### config.mk
export PLATFORM = sky130hd
export DESIGN_NAME = aximm_incr_chkr
export DESIGN_NICKNAME = d
export VERILOG_FILES = /design/src/rtl/aximm_pkg.sv /design/src/rtl/aximm_chkr_fifo.sv /design/src/rtl/aximm_incr_chkr.sv
export SDC_FILE = /design/constraint.sdc
export NUM_CORES = 1
export LEC_CHECK = 0
export BUFFER_PORTS_ARGS = -buffer_cell sky130_fd_sc_hd__buf_2
export CORE_AREA = 2 2 233 177
export CTS_BUF_LIST = sky130_fd_sc_hd__clkbuf_8
export DETAILED_ROUTE_END_ITERATION = 12
export DIE_AREA = 0 0 235 179
export HOLD_SLACK_MARGIN = 0.03
export PLACE_DENSITY = 0.73
export SYNTH_ARGS = -nofsm -noshare
export SYNTH_HDL_FRONTEND = slang
export SYNTH_HIERARCHICAL = 1
export SYNTH_SLANG_ARGS = --single-unit
### constraint.sdc
create_clock -name clk -period 6.94 [get_ports clk]
set_clock_uncertainty 0.2 [all_clocks]
set_input_delay 0 -clock clk [delete_from_list [all_inputs] [get_ports clk]]
set_output_delay 0 -clock clk [all_outputs]
set_load 0.03 [all_outputs]
### src/rtl/aximm_pkg.sv
// Shared definitions for the AXI-MM increment checker: base data width and
// checker FSM state encodings.
package aximm_pkg;

    localparam int unsigned AXIMM_BASE_DW = 40;

    typedef enum logic [1:0] {
        ST_IDLE  = 2'd0,
        ST_CHECK = 2'd1,
        ST_DONE  = 2'd2
    } chk_state_e;

endpackage

### src/rtl/aximm_chkr_fifo.sv
// Synchronous word buffer for the increment checker with flush, full/empty
// flags and an occupancy count; head word is presented combinationally.
module aximm_chkr_fifo #(
    parameter int unsigned DW    = 40,
    parameter int unsigned DEPTH = 8
) (
    input  logic                     clk,
    input  logic                     rst_n,
    input  logic                     flush_i,
    input  logic                     push_i,
    input  logic                     pop_i,
    input  logic [DW-1:0]            wdata_i,
    output logic [DW-1:0]            rdata_o,
    output logic                     full_o,
    output logic                     empty_o,
    output logic [$clog2(DEPTH):0]   count_o
);

    localparam int unsigned AW = $clog2(DEPTH);
    localparam logic [AW:0] FULL_CNT = (AW+1)'(DEPTH);

    logic [DW-1:0] mem_q [DEPTH];
    logic [AW-1:0] wr_ptr_q;
    logic [AW-1:0] rd_ptr_q;
    logic [AW:0]   count_q;
    logic          push_ok_s;
    logic          pop_ok_s;

    // Guard against overrun/underrun even if the caller misbehaves.
    assign push_ok_s = push_i & ~full_o;
    assign pop_ok_s  = pop_i & ~empty_o;

    assign full_o  = (count_q == FULL_CNT);
    assign empty_o = (count_q == {(AW+1){1'b0}});
    assign count_o = count_q;
    assign rdata_o = mem_q[rd_ptr_q];

    // Storage, pointers and occupancy; pointers wrap naturally as DEPTH is a power of two.
    always_ff @(posedge clk or negedge rst_n) begin
        if (!rst_n) begin
            mem_q    <= '{default: '0};
            wr_ptr_q <= '0;
            rd_ptr_q <= '0;
            count_q  <= '0;
        end else if (flush_i) begin
            wr_ptr_q <= '0;
            rd_ptr_q <= '0;
            count_q  <= '0;
        end else begin
            if (push_ok_s) begin
                mem_q[wr_ptr_q] <= wdata_i;
                wr_ptr_q        <= wr_ptr_q + {{(AW-1){1'b0}}, 1'b1};
            end
            if (pop_ok_s) begin
                rd_ptr_q <= rd_ptr_q + {{(AW-1){1'b0}}, 1'b1};
            end
            case ({push_ok_s, pop_ok_s})
                2'b10:   count_q <= count_q + {{AW{1'b0}}, 1'b1};
                2'b01:   count_q <= count_q - {{AW{1'b0}}, 1'b1};
                default: count_q <= count_q;
            endcase
        end
    end

endmodule

### src/rtl/aximm_incr_chkr.sv
// Checks that a stream of words from an increment generator follows seed,
// seed+1, ... for exp_cnt words; buffers input in a small FIFO.
module aximm_incr_chkr
    import aximm_pkg::*;
#(
    parameter int unsigned LEADER_MODE = 1,
    parameter int unsigned FIFO_DEPTH  = 8
) (
    input  logic                                  clk,
    input  logic                                  rst_n,
    input  logic                                  chk_start,
    input  logic [LEADER_MODE*AXIMM_BASE_DW-1:0]  seed_in,
    input  logic [7:0]                            exp_cnt,
    input  logic                                  din_vld,
    input  logic [LEADER_MODE*AXIMM_BASE_DW-1:0]  din,
    output logic                                  chkr_fifo_full,
    output logic                                  done,
    output logic                                  pass,
    output logic [7:0]                            err_cnt,
    output logic [7:0]                            rcv_cnt,
    output logic [LEADER_MODE*AXIMM_BASE_DW-1:0]  first_err_data,
    output logic                                  ovf
);

    localparam int unsigned DW = LEADER_MODE * AXIMM_BASE_DW;
    localparam int unsigned CW = $clog2(FIFO_DEPTH);
    localparam logic [CW:0] FULL_CNT = (CW+1)'(FIFO_DEPTH);

    chk_state_e    state_q;
    logic [DW-1:0] exp_q;
    logic [7:0]    exp_cnt_q;
    logic [7:0]    rcv_q;
    logic [7:0]    err_q;
    logic [DW-1:0] ferr_q;
    logic          ovf_q;
    logic          done_q;

    logic [DW-1:0] fifo_head_s;
    logic          fifo_full_s;
    logic          fifo_empty_s;
    logic [CW:0]   fifo_count_s;
    logic          push_s;
    logic          pop_s;
    logic          mismatch_s;
    logic          last_pop_s;
    logic          ovf_evt_s;

    // A start pulse takes priority: any coincident write is discarded silently.
    assign push_s     = din_vld & ~fifo_full_s & (state_q != ST_DONE) & ~chk_start;
    assign pop_s      = (state_q == ST_CHECK) & ~fifo_empty_s & ~chk_start;
    assign mismatch_s = pop_s & (fifo_head_s != exp_q);
    assign last_pop_s = pop_s & ((rcv_q + 8'd1) == exp_cnt_q);
    assign ovf_evt_s  = din_vld & ~chk_start & (fifo_full_s | (state_q == ST_DONE));

    aximm_chkr_fifo #(
        .DW    (DW),
        .DEPTH (FIFO_DEPTH)
    ) u_fifo (
        .clk     (clk),
        .rst_n   (rst_n),
        .flush_i (chk_start),
        .push_i  (push_s),
        .pop_i   (pop_s),
        .wdata_i (din),
        .rdata_o (fifo_head_s),
        .full_o  (fifo_full_s),
        .empty_o (fifo_empty_s),
        .count_o (fifo_count_s)
    );

    // Checker FSM with compare, counters and sticky flags.
    always_ff @(posedge clk or negedge rst_n) begin
        if (!rst_n) begin
            state_q   <= ST_IDLE;
            exp_q     <= '0;
            exp_cnt_q <= 8'd0;
            rcv_q     <= 8'd0;
            err_q     <= 8'd0;
            ferr_q    <= '0;
            ovf_q     <= 1'b0;
            done_q    <= 1'b0;
        end else if (chk_start) begin
            exp_q     <= seed_in;
            exp_cnt_q <= exp_cnt;
            rcv_q     <= 8'd0;
            err_q     <= 8'd0;
            ferr_q    <= '0;
            ovf_q     <= 1'b0;
            if (exp_cnt == 8'd0) begin
                state_q <= ST_DONE;
                done_q  <= 1'b1;
            end else begin
                state_q <= ST_CHECK;
                done_q  <= 1'b0;
            end
        end else begin
            if (ovf_evt_s) begin
                ovf_q <= 1'b1;
            end
            // Expected advances from its own register so one bad word costs one error.
            if (pop_s) begin
                exp_q <= exp_q + {{(DW-1){1'b0}}, 1'b1};
                rcv_q <= rcv_q + 8'd1;
            end
            if (mismatch_s) begin
                if (err_q != 8'hFF) begin
                    err_q <= err_q + 8'd1;
                end
                if (err_q == 8'd0) begin
                    ferr_q <= fifo_head_s;
                end
            end
            case (state_q)
                ST_IDLE:  state_q <= ST_IDLE;
                ST_CHECK: begin
                    if (last_pop_s) begin
                        state_q <= ST_DONE;
                        done_q  <= 1'b1;
                    end
                end
                ST_DONE:  state_q <= ST_DONE;
                default: begin
                    state_q <= ST_IDLE;
                    done_q  <= 1'b0;
                end
            endcase
        end
    end

    assign chkr_fifo_full = (fifo_count_s == FULL_CNT);
    assign done           = done_q;
    assign pass           = done_q & (err_q == 8'd0) & ~ovf_q;
    assign err_cnt        = err_q;
    assign rcv_cnt        = rcv_q;
    assign first_err_data = ferr_q;
    assign ovf            = ovf_q;

endmodule

# Word level (Yosys, flattened, before mapping)
# Index checks and enable logic that the tools add are counted.
word_totals:
  romBits: 0
  in_bits: 92
  ram_bits: 0
  n_memories: 0
  latch_bits: 0
  register_bits: 438
classes:
  add_sub_neg: 7
  reduce_logical: 18
  mul: 0
  muxes: 32
  shift: 0
  bitwise_logic: 20
  n_eq_ne: 11
  n_lt_le_gt_ge: 3
  div: 0
ops:
  columns: ["op", "count"]
  rows:
  - ["bitwise mux 320 bit", 1]
  - ["2-to-1 mux 40 bit", 8]
  - ["binary-select mux 40 bit (select 3 bit)", 1]
  - ["demux 40 bit (select 3 bit)", 1]
  - ["adder 40 x 1 -> 40 bit, second input constant", 1]
  - ["2-to-1 mux 8 bit", 5]
  - ["inequality test 40 bit", 1]
  - ["adder 8 x 1 -> 8 bit, second input constant", 2]
  - ["zero test 8 bit", 2]
  - ["nonzero test 2 bit", 7]
  - ["bitwise AND 1 bit", 13]
  - ["2-to-1 mux 3 bit", 4]
  - ["equality test 8 bit", 1]
  - [">= comparator 4 bit, second input constant", 2]
  - ["inequality test 8 bit, second input constant", 1]
  - ["inverter 3 -> 4 bit", 2]
  - ["case mux 4 bit (2 select lines)", 1]
  - ["AND reduction 2 bit", 4]
  - ["adder 3 x 1 -> 3 bit, second input constant", 2]
  - ["2-to-1 mux 2 bit", 3]
  - ["2-to-1 mux 1 bit", 5]
  - ["adder 4 x 1 -> 4 bit, second input constant", 1]
  - ["equality test 2 x 1 -> 1 bit, second input constant", 2]
  - ["equality test 2 bit, second input constant", 2]
  - ["16 further kinds", 19]

# Longest topological paths before layout
# Gate-level depths: netlist of run 1.
logic_depth:
  word_depth: 9
  mapped_depth: 12
  ltp_nobuf: 11

# By module
# Netlist of run 1, hierarchy kept.
by_module_without_submodules:
  columns: ["mod", "seq_area_each_um2", "n_inst", "area_each_um2", "cells_per_inst"]
  rows:
  - ["aximm_chkr_fifo", 8257.9, 1, 15700.1, 901]
  - ["aximm_incr_chkr", 2702.6, 1, 5972.0, 608]

# Worst setup path after synthesis of run 1
# No wires, ideal clock.
synth_path:
  kind: "reg-to-reg"
  start: "register u_fifo.rd_ptr_q[0]"
  end: "register err_q[4] (netlist: err_cnt[4])"
  arrival_ps: 2985
  slack_ps: 3627
  path_buffers: 2
  path_stages_with_launch: 11
  cell_sequence: "dfrtp_1 clkbuf_1 buf_2 mux4_2 mux2_2 xnor2_1 nand4_1 nor4_2 a31oi_1 and4bb_1 mux2_1"
synth_between:
  elab_chain_len: 8
synth_lines:
  columns: ["item", "line_no", "rtl"]
  rows:
  - ["start: declaration", "aximm_chkr_fifo.sv:24", "logic [AW-1:0] rd_ptr_q;"]
  - ["start signal: assignment", "aximm_chkr_fifo.sv:55", "rd_ptr_q <= rd_ptr_q + {{(AW-1){1'b0}}, 1'b1};"]
  - ["inverter 3 -> 4 bit (implied by the code)", "aximm_chkr_fifo.sv:36", "assign rdata_o = mem_q[rd_ptr_q];"]
  - ["binary-select mux 40 bit (select 3 bit)", "aximm_chkr_fifo.sv:36", null]
  - ["2-to-1 mux 40 bit (implied by the code) (2 in a row)", "aximm_chkr_fifo.sv:36", null]
  - ["via fifo_head_s[26]", "aximm_incr_chkr.sv:38", "logic [DW-1:0] fifo_head_s;"]
  - ["inequality test 40 bit", "aximm_incr_chkr.sv:51", "assign mismatch_s = pop_s & (fifo_head_s != exp_q);"]
  - ["bitwise AND 1 bit", "aximm_incr_chkr.sv:51", null]
  - ["nonzero test 2 bit (no source line)", null, null]
  - ["AND reduction 2 bit (no source line)", null, null]
  - ["end signal: assignment", "aximm_incr_chkr.sv:107", "err_q <= err_q + 8'd1;"]
  - ["end: declaration", "aximm_incr_chkr.sv:33", "logic [7:0] err_q;"]
# The timed path passes the listed nets, and every way through them passes these cells. The select of a mux whose other input is x is not followed.
# A chain may end at the register's enable or synchronous reset.

# Worst setup path after layout of run 1
layout_path:
  start: "register u_fifo.rd_ptr_q[1]"
  end: "register err_q[5] (netlist: err_cnt[5])"
# The elaborated chain is that of the path after synthesis.

==> results of run 1 <==
[layout by cell type (no fill, tap or decap), types with 4 or more instances in the layout]
| cell type | n |
|---|---|
| dfrtp_1 | 435 |
| mux2_2 | 237 |
| dlygate4sd3_1 | 187 |
| buf_2 | 149 |
| mux2_4 | 120 |
| clkbuf_8 | 92 |
| mux4_2 | 80 |
| nor2_1 | 77 |
| xnor2_1 | 74 |
| nand2_1 | 72 |
| mux2i_1 | 47 |
| inv_1 | 34 |
| nand3_1 | 28 |
| xor2_1 | 26 |
| o21ai_1 | 26 |
| nand4_1 | 19 |
| o21ai_0 | 19 |
| a21oi_1 | 15 |
| mux2_1 | 15 |
| and3_1 | 14 |
| nor3_1 | 13 |
| buf_4 | 12 |
| ha_1 | 10 |
| nor3_2 | 7 |
| clkinv_2 | 7 |
| diode_2 | 5 |
| nand2b_1 | 5 |
| nor2b_1 | 5 |
| nor4_1 | 5 |
| and4_1 | 4 |
[final timing paths]
kind / to / from / slack (ns) / cells after the start
worst max-delay path: err_cnt[5] / u_fifo/rd_ptr_q[1] / 2.16 / 9
worst min-delay path: u_fifo/mem_q[63] / din[23] / 0.06 / 3
worst max register to register: err_cnt[5] / u_fifo/rd_ptr_q[1] / 2.16 / 9
worst min register to register: u_fifo/mem_q[59] / u_fifo/mem_q[59] / 0.30 / 1
max in group asynchronous: u_fifo/mem_q[184] / rst_n / 5.28 / 4
min in group asynchronous: u_fifo/mem_q[4] / rst_n / 0.35 / 4
[flip-flops by register name, summed over array words and instances (netlist names)]
register         cells
err_cnt              8
u_fifo/mem_q       320
exp_q               40
rcv_cnt              8
u_fifo/count_o       4
first_err_data      40
u_fifo/rd_ptr_q      3
ovf                  1
state_q              2
exp_cnt_q            8
u_fifo/wr_ptr_q      3
done                 1
[worst max-delay path, stage by stage, from the launching register on]
cell and delay [ns]:
dfrtp_4 1.00, buf_4 0.57, mux4_2 0.38, mux2_2 0.31, xnor2_1 0.37, nand4_1 0.29, nor4_2 0.53, and3_1 0.50
nor3_1 0.13, mux2_1 0.34
[what timing repair did]
| item | CTS | global route |
|---|---|---|
| hold buffers | 188 | 0 |
| endpoints found under the hold margin | 859 | 0 |
| resized for setup | 0 | 0 |
| setup endpoints to repair | 0 | 0 |
[layer usage]
| layer | vias to the layer above | track usage, % | wire length, um |
|---|---|---|---|
| met5 | - | 0 | 0 |
| met4 | 0 | 8.31 | 1240 |
| met3 | 103 | 5.70 | 3840 |
| met2 | 494 | 41.5 | 26000 |
| met1 | 7328 | 38.4 | 24700 |
| li1 | 6153 | - | - |
[area by class of cell]
class	count	area, sq um	area share (%)
antenna	5	12.5	0.0484
clock buffer	92	1270	4.90
clock inverter	33	173	0.668
inverter	12	45.0	0.174
multi-input combinational	966	9890	38.3
sequential	438	11000	42.4
tap	528	661	2.56
timing repair buffer	354	2820	10.9
[Yosys cell counts (3+ instances only)]
master,number
a21oi_1,15
nand4_1,19
nor4b_1,3
buf_2,16
mux2_4,120
inv_1,12
nor4_2,3
nand3_1,28
nor2b_1,5
xor2_1,26
and4_1,4
mux2i_1,47
mux2_2,237
clkbuf_1,35
or3_1,3
xnor2_1,74
nor2_1,77
nor4_1,5
or4_4,3
nand2_1,72
a31oi_1,3
nor3_1,13
dfrtp_1,438
mux4_2,80
and3_1,14
nor3_2,7
buf_12,12
ha_1,10
o21ai_0,19
o21ai_1,26
buf_6,24
nand2b_1,5
mux2_1,15
buf_8,4
[kinds of logic (layout without fill, tap and decap cells)]
kind of cell,count (synthesis),count (layout),share of synthesized area (%)
mux,499,499,31.9
flops,438,438,50.6
simple gates,277,277,6.79
buf+inv,105,491,3.85
xor+xnor,100,100,4.04
compound gates,79,79,2.18
fa+ha+maj,11,11,0.670
other cells,0,5,0
[power by group]
part / internal, mW / total [mW] / switching [mW]
clock network: 1.23 / 2.27 / 1.05
registers: 2.77 / 2.93 / 0.158
logic: 0.569 / 1.03 / 0.461
total: 4.57 / 6.24 / 1.67
==> flow_summary.json, run 1 <==
{
  "start_util_pct": 54.0,
  "postLayoutCoreUtil_pct": 64.4,
  "finalCriticalPeriod_ns": 4.78,
  "cts_tree": "done",
  "grt_pass1_wl_um": 86400,
  "fin_ws_ns": 2.16,
  "die_w_um": 235,
  "synthesis.area_sq_mm": 0.0217,
  "synth_edf_count": 0,
  "status": "finished clean",
  "syn_nets": 1612,
  "start_kind": "flip-flop",
  "io_pins": 152,
  "avgRoutedWirePerCell_um": 23.0,
  "cts_max_path_buffers": 3,
  "grt-ovfl-total": 0,
  "drive_gt1_share_pct": 38.7,
  "hold-worst-slack_ns": 0.0615,
  "place_area_sq_mm": 0.0225,
  "drc": 0,
  "fillers": 2895,
  "port_buffers": 151,
  "synthCells": 1509,
  "vias_per_cell": 5.80,
  "yosys.cell_types.count": 63,
  "ant_nets": 0,
  "synth.top_cell.area_share_pct": 50.6,
  "synthTopCellsByArea": "dfrtp_1 (51%), mux2_2 (12%), mux2_4 (8.3%)",
  "fin_crit_sh_pct": 68.9,
  "rows": 64,
  "drtIter0Drc": 1206,
  "drt_wl_total_um": 55800,
  "cts.sinks": 438,
  "final_cell_count_no_fill": 2428,
  "first_pass_iters": 6,
  "cts_root_buf": "clkbuf_8",
  "timing_worst_slew_pin_value_ns": 1.14,
  "fin_setup_tns_ns": 0,
  "final_area_sq_mm": 0.0258,
  "finalSetupViolCount": 0,
  "path_class": "reg -> reg",
  "fmax_ghz": 0.209,
  "dieHeight_um": 179,
  "rsz0062_at_grt": "no",
  "clk_latency_ns": 0.63,
  "dieArea_sq_mm": 0.0421,
  "power.total_mw": 6.24,
  "yosys_warnings": 6,
  "place.gp.congestion": 0.840,
  "drv_slew": 0,
  "track_usage_pct": 26.9,
  "grt_pass1_vias": 14671,
  "async_flop_share_pct": 100,
  "placed_cells": 2110,
  "synth_top_area_cell": "dfrtp_1",
  "antenna_found_initial": 2,
  "cts_made_buffers": 70,
  "max_cap_violations": 0,
  "cp-end-kind": "flip-flop",
  "grt_max_degree": 173,
  "core_sq_mm": 0.0401,
  "yosys_most_used_dff": "dfrtp_1",
  "vias": 14078,
  "dp_hpwl_um": 32600,
  "place_ws_ns": 2.28,
  "ir_worst_vdd_v": 0.000179,
  "fin_nets": 1945,
  "avgSynthCellArea_sq_um": 14.4,
  "critPathMaxFanout": 53,
  "cts_setup_buffers": 0,
  "slew_headroom_pct": 24.0,
  "path_clk_slew_ns": 0.06,
  "area_growth_pct": 19.2,
  "worstPathRequired_ns": 7.22,
  "htree_levels": 3,
  "power_density_mw_per_mm2": 241,
  "ys_ff_latch": 438,
  "crit_arrival_ns": 5.06,
  "yosysSeqAreaShare_pct": 50.6,
  "timing.final.hold_violations": 0,
  "leakage_nw": 12.2,
  "holdCritPathClass": "in -> reg"
}
Note: power is estimated with default switching activity, not from simulation.
==> run 2, diff against run 1 <==
--- a/config.mk
+++ b/config.mk
@@ -5,13 +5,14 @@
 export SDC_FILE = /design/constraint.sdc
 export NUM_CORES = 1
 export LEC_CHECK = 0
+export ABC_AREA = 1
 export BUFFER_PORTS_ARGS = -buffer_cell sky130_fd_sc_hd__buf_2
-export CORE_AREA = 2 2 233 177
+export CORE_AREA = 2 2 234 178
 export CTS_BUF_LIST = sky130_fd_sc_hd__clkbuf_8
 export DETAILED_ROUTE_END_ITERATION = 12
-export DIE_AREA = 0 0 235 179
+export DIE_AREA = 0 0 236 180
 export HOLD_SLACK_MARGIN = 0.03
-export PLACE_DENSITY = 0.73
+export PLACE_DENSITY = 0.76
 export SYNTH_ARGS = -nofsm -noshare
 export SYNTH_HDL_FRONTEND = slang
 export SYNTH_HIERARCHICAL = 1
==> constraint.sdc (replaced) <==
create_clock -name clk -period 4.3 [get_ports clk]
set_clock_uncertainty 0.2 [all_clocks]
set_input_delay 0 -clock clk [delete_from_list [all_inputs] [get_ports clk]]
set_output_delay 0 -clock clk [all_outputs]
set_load 0.03 [all_outputs]
==> flow_summary.json, run 2 <==
{
  "status": "finished clean",
  "yosysSeqAreaShare_pct": 50.2,
  "wl_met3_um": 5500,
  "cts_max_path_buffers": 3,
  "rrSetupSlack_ns": 0.27,
  "power_density_mw_per_mm2": 402,
  "ys_ff_latch": 438,
  "cts_tree": "done",
  "cts_setup_buffers": 0,
  "fin_crit_sh_pct": 93.7,
  "fmax_ghz": 0.248,
  "hp-start": "din[27]",
  "clk_latency_ns": 0.64,
  "slew_headroom_pct": 23.8,
  "syn_nets": 2765,
  "critPathMaxFanout": 78,
  "drive_gt1_share_pct": 13.4,
  "ir_worst_vdd_v": 0.000273,
  "synth_edf_count": 0,
  "synthTopCellsByArea": "dfrtp_1 (50%), nand2_1 (12%), o21ai_1 (6.4%)",
  "fin_ws_ns": 0.273,
  "met1_length_um": 27500,
  "htree_levels": 3,
  "cts_root_buf": "clkbuf_8",
  "finalSetupViolCount": 0,
  "synth.top_cell.area_share_pct": 50.2,
  "vias_per_cell": 5.78,
  "path_clk_slew_ns": 0.06,
  "regArea_sq_mm": 0.0110,
  "first_pass_iters": 6,
  "grt_pass1_vias": 20020,
  "max_cap_violations": 0,
  "drtIter0Drc": 2464,
  "grt_pass1_wl_um": 107000,
  "place.gp.congestion": 0.933,
  "port_buffers": 151,
  "top_register": "u_fifo/mem_q",
  "postLayoutCoreUtil_pct": 64.0,
  "ant_nets": 0,
  "r2r-start": "u_fifo/rd_ptr_q[0]",
  "start_util_pct": 54.2,
  "dieHeight_um": 180,
  "leakage_nw": 12.4,
  "async_flop_share_pct": 100,
  "vias": 20264,
  "fillers": 3284,
  "grt_max_degree": 129,
  "multiInputGateArea_sq_mm": 0.00929,
  "drv_slew": 0,
  "synthCells": 2662,
  "dr.max_layer_used": "met5",
  "place_ws_ns": 0.381,
  "yosys_warnings": 6,
  "avgRoutedWirePerCell_um": 18.9,
  "reg2reg_to": "first_err_data[19]",
  "final_cell_mix": "nand2_1 (678), dfrtp_1 (436), nor2_1 (360)",
  "avgSynthCellArea_sq_um": 8.21,
  "area_growth_pct": 18.0,
  "wl_met2_um": 30000,
  "drt_wl_total_um": 66100,
  "yosys_most_used_dff": "dfrtp_1",
  "fin_setup_tns_ns": 0,
  "antenna_found_initial": 3,
  "io_pins": 152,
  "rows": 64,
  "holdCritPathClass": "in -> reg",
  "drc": 0,
  "hold-worst-slack_ns": 0.0711,
  "reg2reg_depth": 18,
  "ys_top_cells_by_count": "nand2_1 (678), dfrtp_1 (438), nor2_1 (360)",
  "crit_arrival_ns": 4.39,
  "final_common_cell": "nand2_1",
  "track_usage_pct": 31.4,
  "yosys.cell_count.top_type": "nand2_1",
  "final_cell_count_no_fill": 3506,
  "rsz0062_at_grt": "no",
  "die_w_um": 236,
  "synth_top_area_cell": "dfrtp_1",
  "core_sq_mm": 0.0403,
  "dp_hpwl_um": 38500,
  "fin_nets": 3028,
  "timing_worst_slew_pin_value_ns": 1.14,
  "grt-ovfl-total": 0,
  "worstPathRequired_ns": 4.66,
  "placed_cells": 3217,
  "synthesis.area_sq_mm": 0.0219,
  "cts_made_buffers": 69,
  "start_kind": "flip-flop",
  "path_class": "reg -> reg",
  "timing.final.hold_violations": 0,
  "largest_reg_flops": 320,
  "cts.sinks": 438,
  "cp-end-kind": "flip-flop",
  "min_path_cells": 4,
  "finalCriticalPeriod_ns": 4.03,
  "dieArea_sq_mm": 0.0425,
  "yosys.cell_types.count": 50,
  "hold_path_end": "u_fifo/mem_q[67]"
}
[run 2: timing repair]
| item | CTS | global route |
|---|---|---|
| resized for setup | 0 | 0 |
| hold buffers | 165 | 0 |
| endpoints found under the hold margin | 817 | 0 |
[run 2: cell families (layout without fill, tap and decap cells)]
logic type                 Yosys count  in the layout  share of synthesized area (%)
AOI/OAI and AO/OA                  632            632                           16.1
xor gates and xnor gates            63             63                           2.53
adders and majority gates           11             11                          0.664
buffers and inverters              305            619                           7.34
DFF                                438            438                           50.2
other                                0              2                              0
and+or+nand+nor                   1213           1213                           23.2
[run 2: layout make-up]
cell class	instances	area share (%)
inverters	137	2.00
clock inverters	28	0.704
flip-flops and latches	438	42.5
repair buffers	360	11.1
diodes	2	0.0194
clock buffers	94	5.02
multi-input cells	1919	36.0
well taps	528	2.56
[run 2: through the flow]
stage	cell area, sq um	total power, mW
5_1_grt	25800	10.8
3_5_place_dp	22600	6.45
4_1_cts	25800	10.3
6_report	25800	10.4
3_3_place_gp	22600	6.38
2_1_floorplan	21900	5.87
[run 2: metal layers]
metal / track usage [%] / vias up
met1: 42.5 / 9748
met4: 15.0 / 2
met2: 49.3 / 1024
met3: 5.70 / 206
met5: 0 / -
li1: - / 9284
[run 2: worst max-delay path by stage]
| stage | start | endpoint | slack [ns] | cells after the start |
|---|---|---|---|---|
| global route | u_fifo/rd_ptr_q[0] | first_err_data[5] | 0.06 | 18 |
| CTS | u_fifo/rd_ptr_q[0] | first_err_data[19] | 0.36 | 18 |
| detailed placement | u_fifo/rd_ptr_q[0] | first_err_data[19] | 0.38 | 18 |
| finish | u_fifo/rd_ptr_q[0] | first_err_data[19] | 0.27 | 18 |
| floorplan | u_fifo/count_o[0] | u_fifo/count_o[3] | 1.51 | 19 |
| global placement | u_fifo/rd_ptr_q[0] | first_err_data[7] | 0.55 | 18 |
[run 2: power by group]
part	leakage (nW)	switching [mW]	total (mW)	internal, mW
sequential	5.89	0.316	4.83	4.51
combinational	5.71	1.06	1.73	0.678
clock	0.825	1.72	3.79	2.07
total	12.4	3.09	10.4	7.26
[run 2: worst max-delay path: stages (launching register included)]
cell     delay, ns
dfrtp_4       0.51
inv_4         0.23
buf_12        0.32
o21ai_0       0.13
o22ai_1       0.12
nor2_1        0.06
a31oi_1       0.53
inv_1         0.13
nand2_1       0.10
nand2_1       0.04
nand2_1       0.07
nor2_1        0.05
nand2_1       0.05
nor2_1        0.09
nand3_2       0.10
nand3_2       0.09
nor2_4        0.85
nand2_1       0.14
nand2_1       0.11
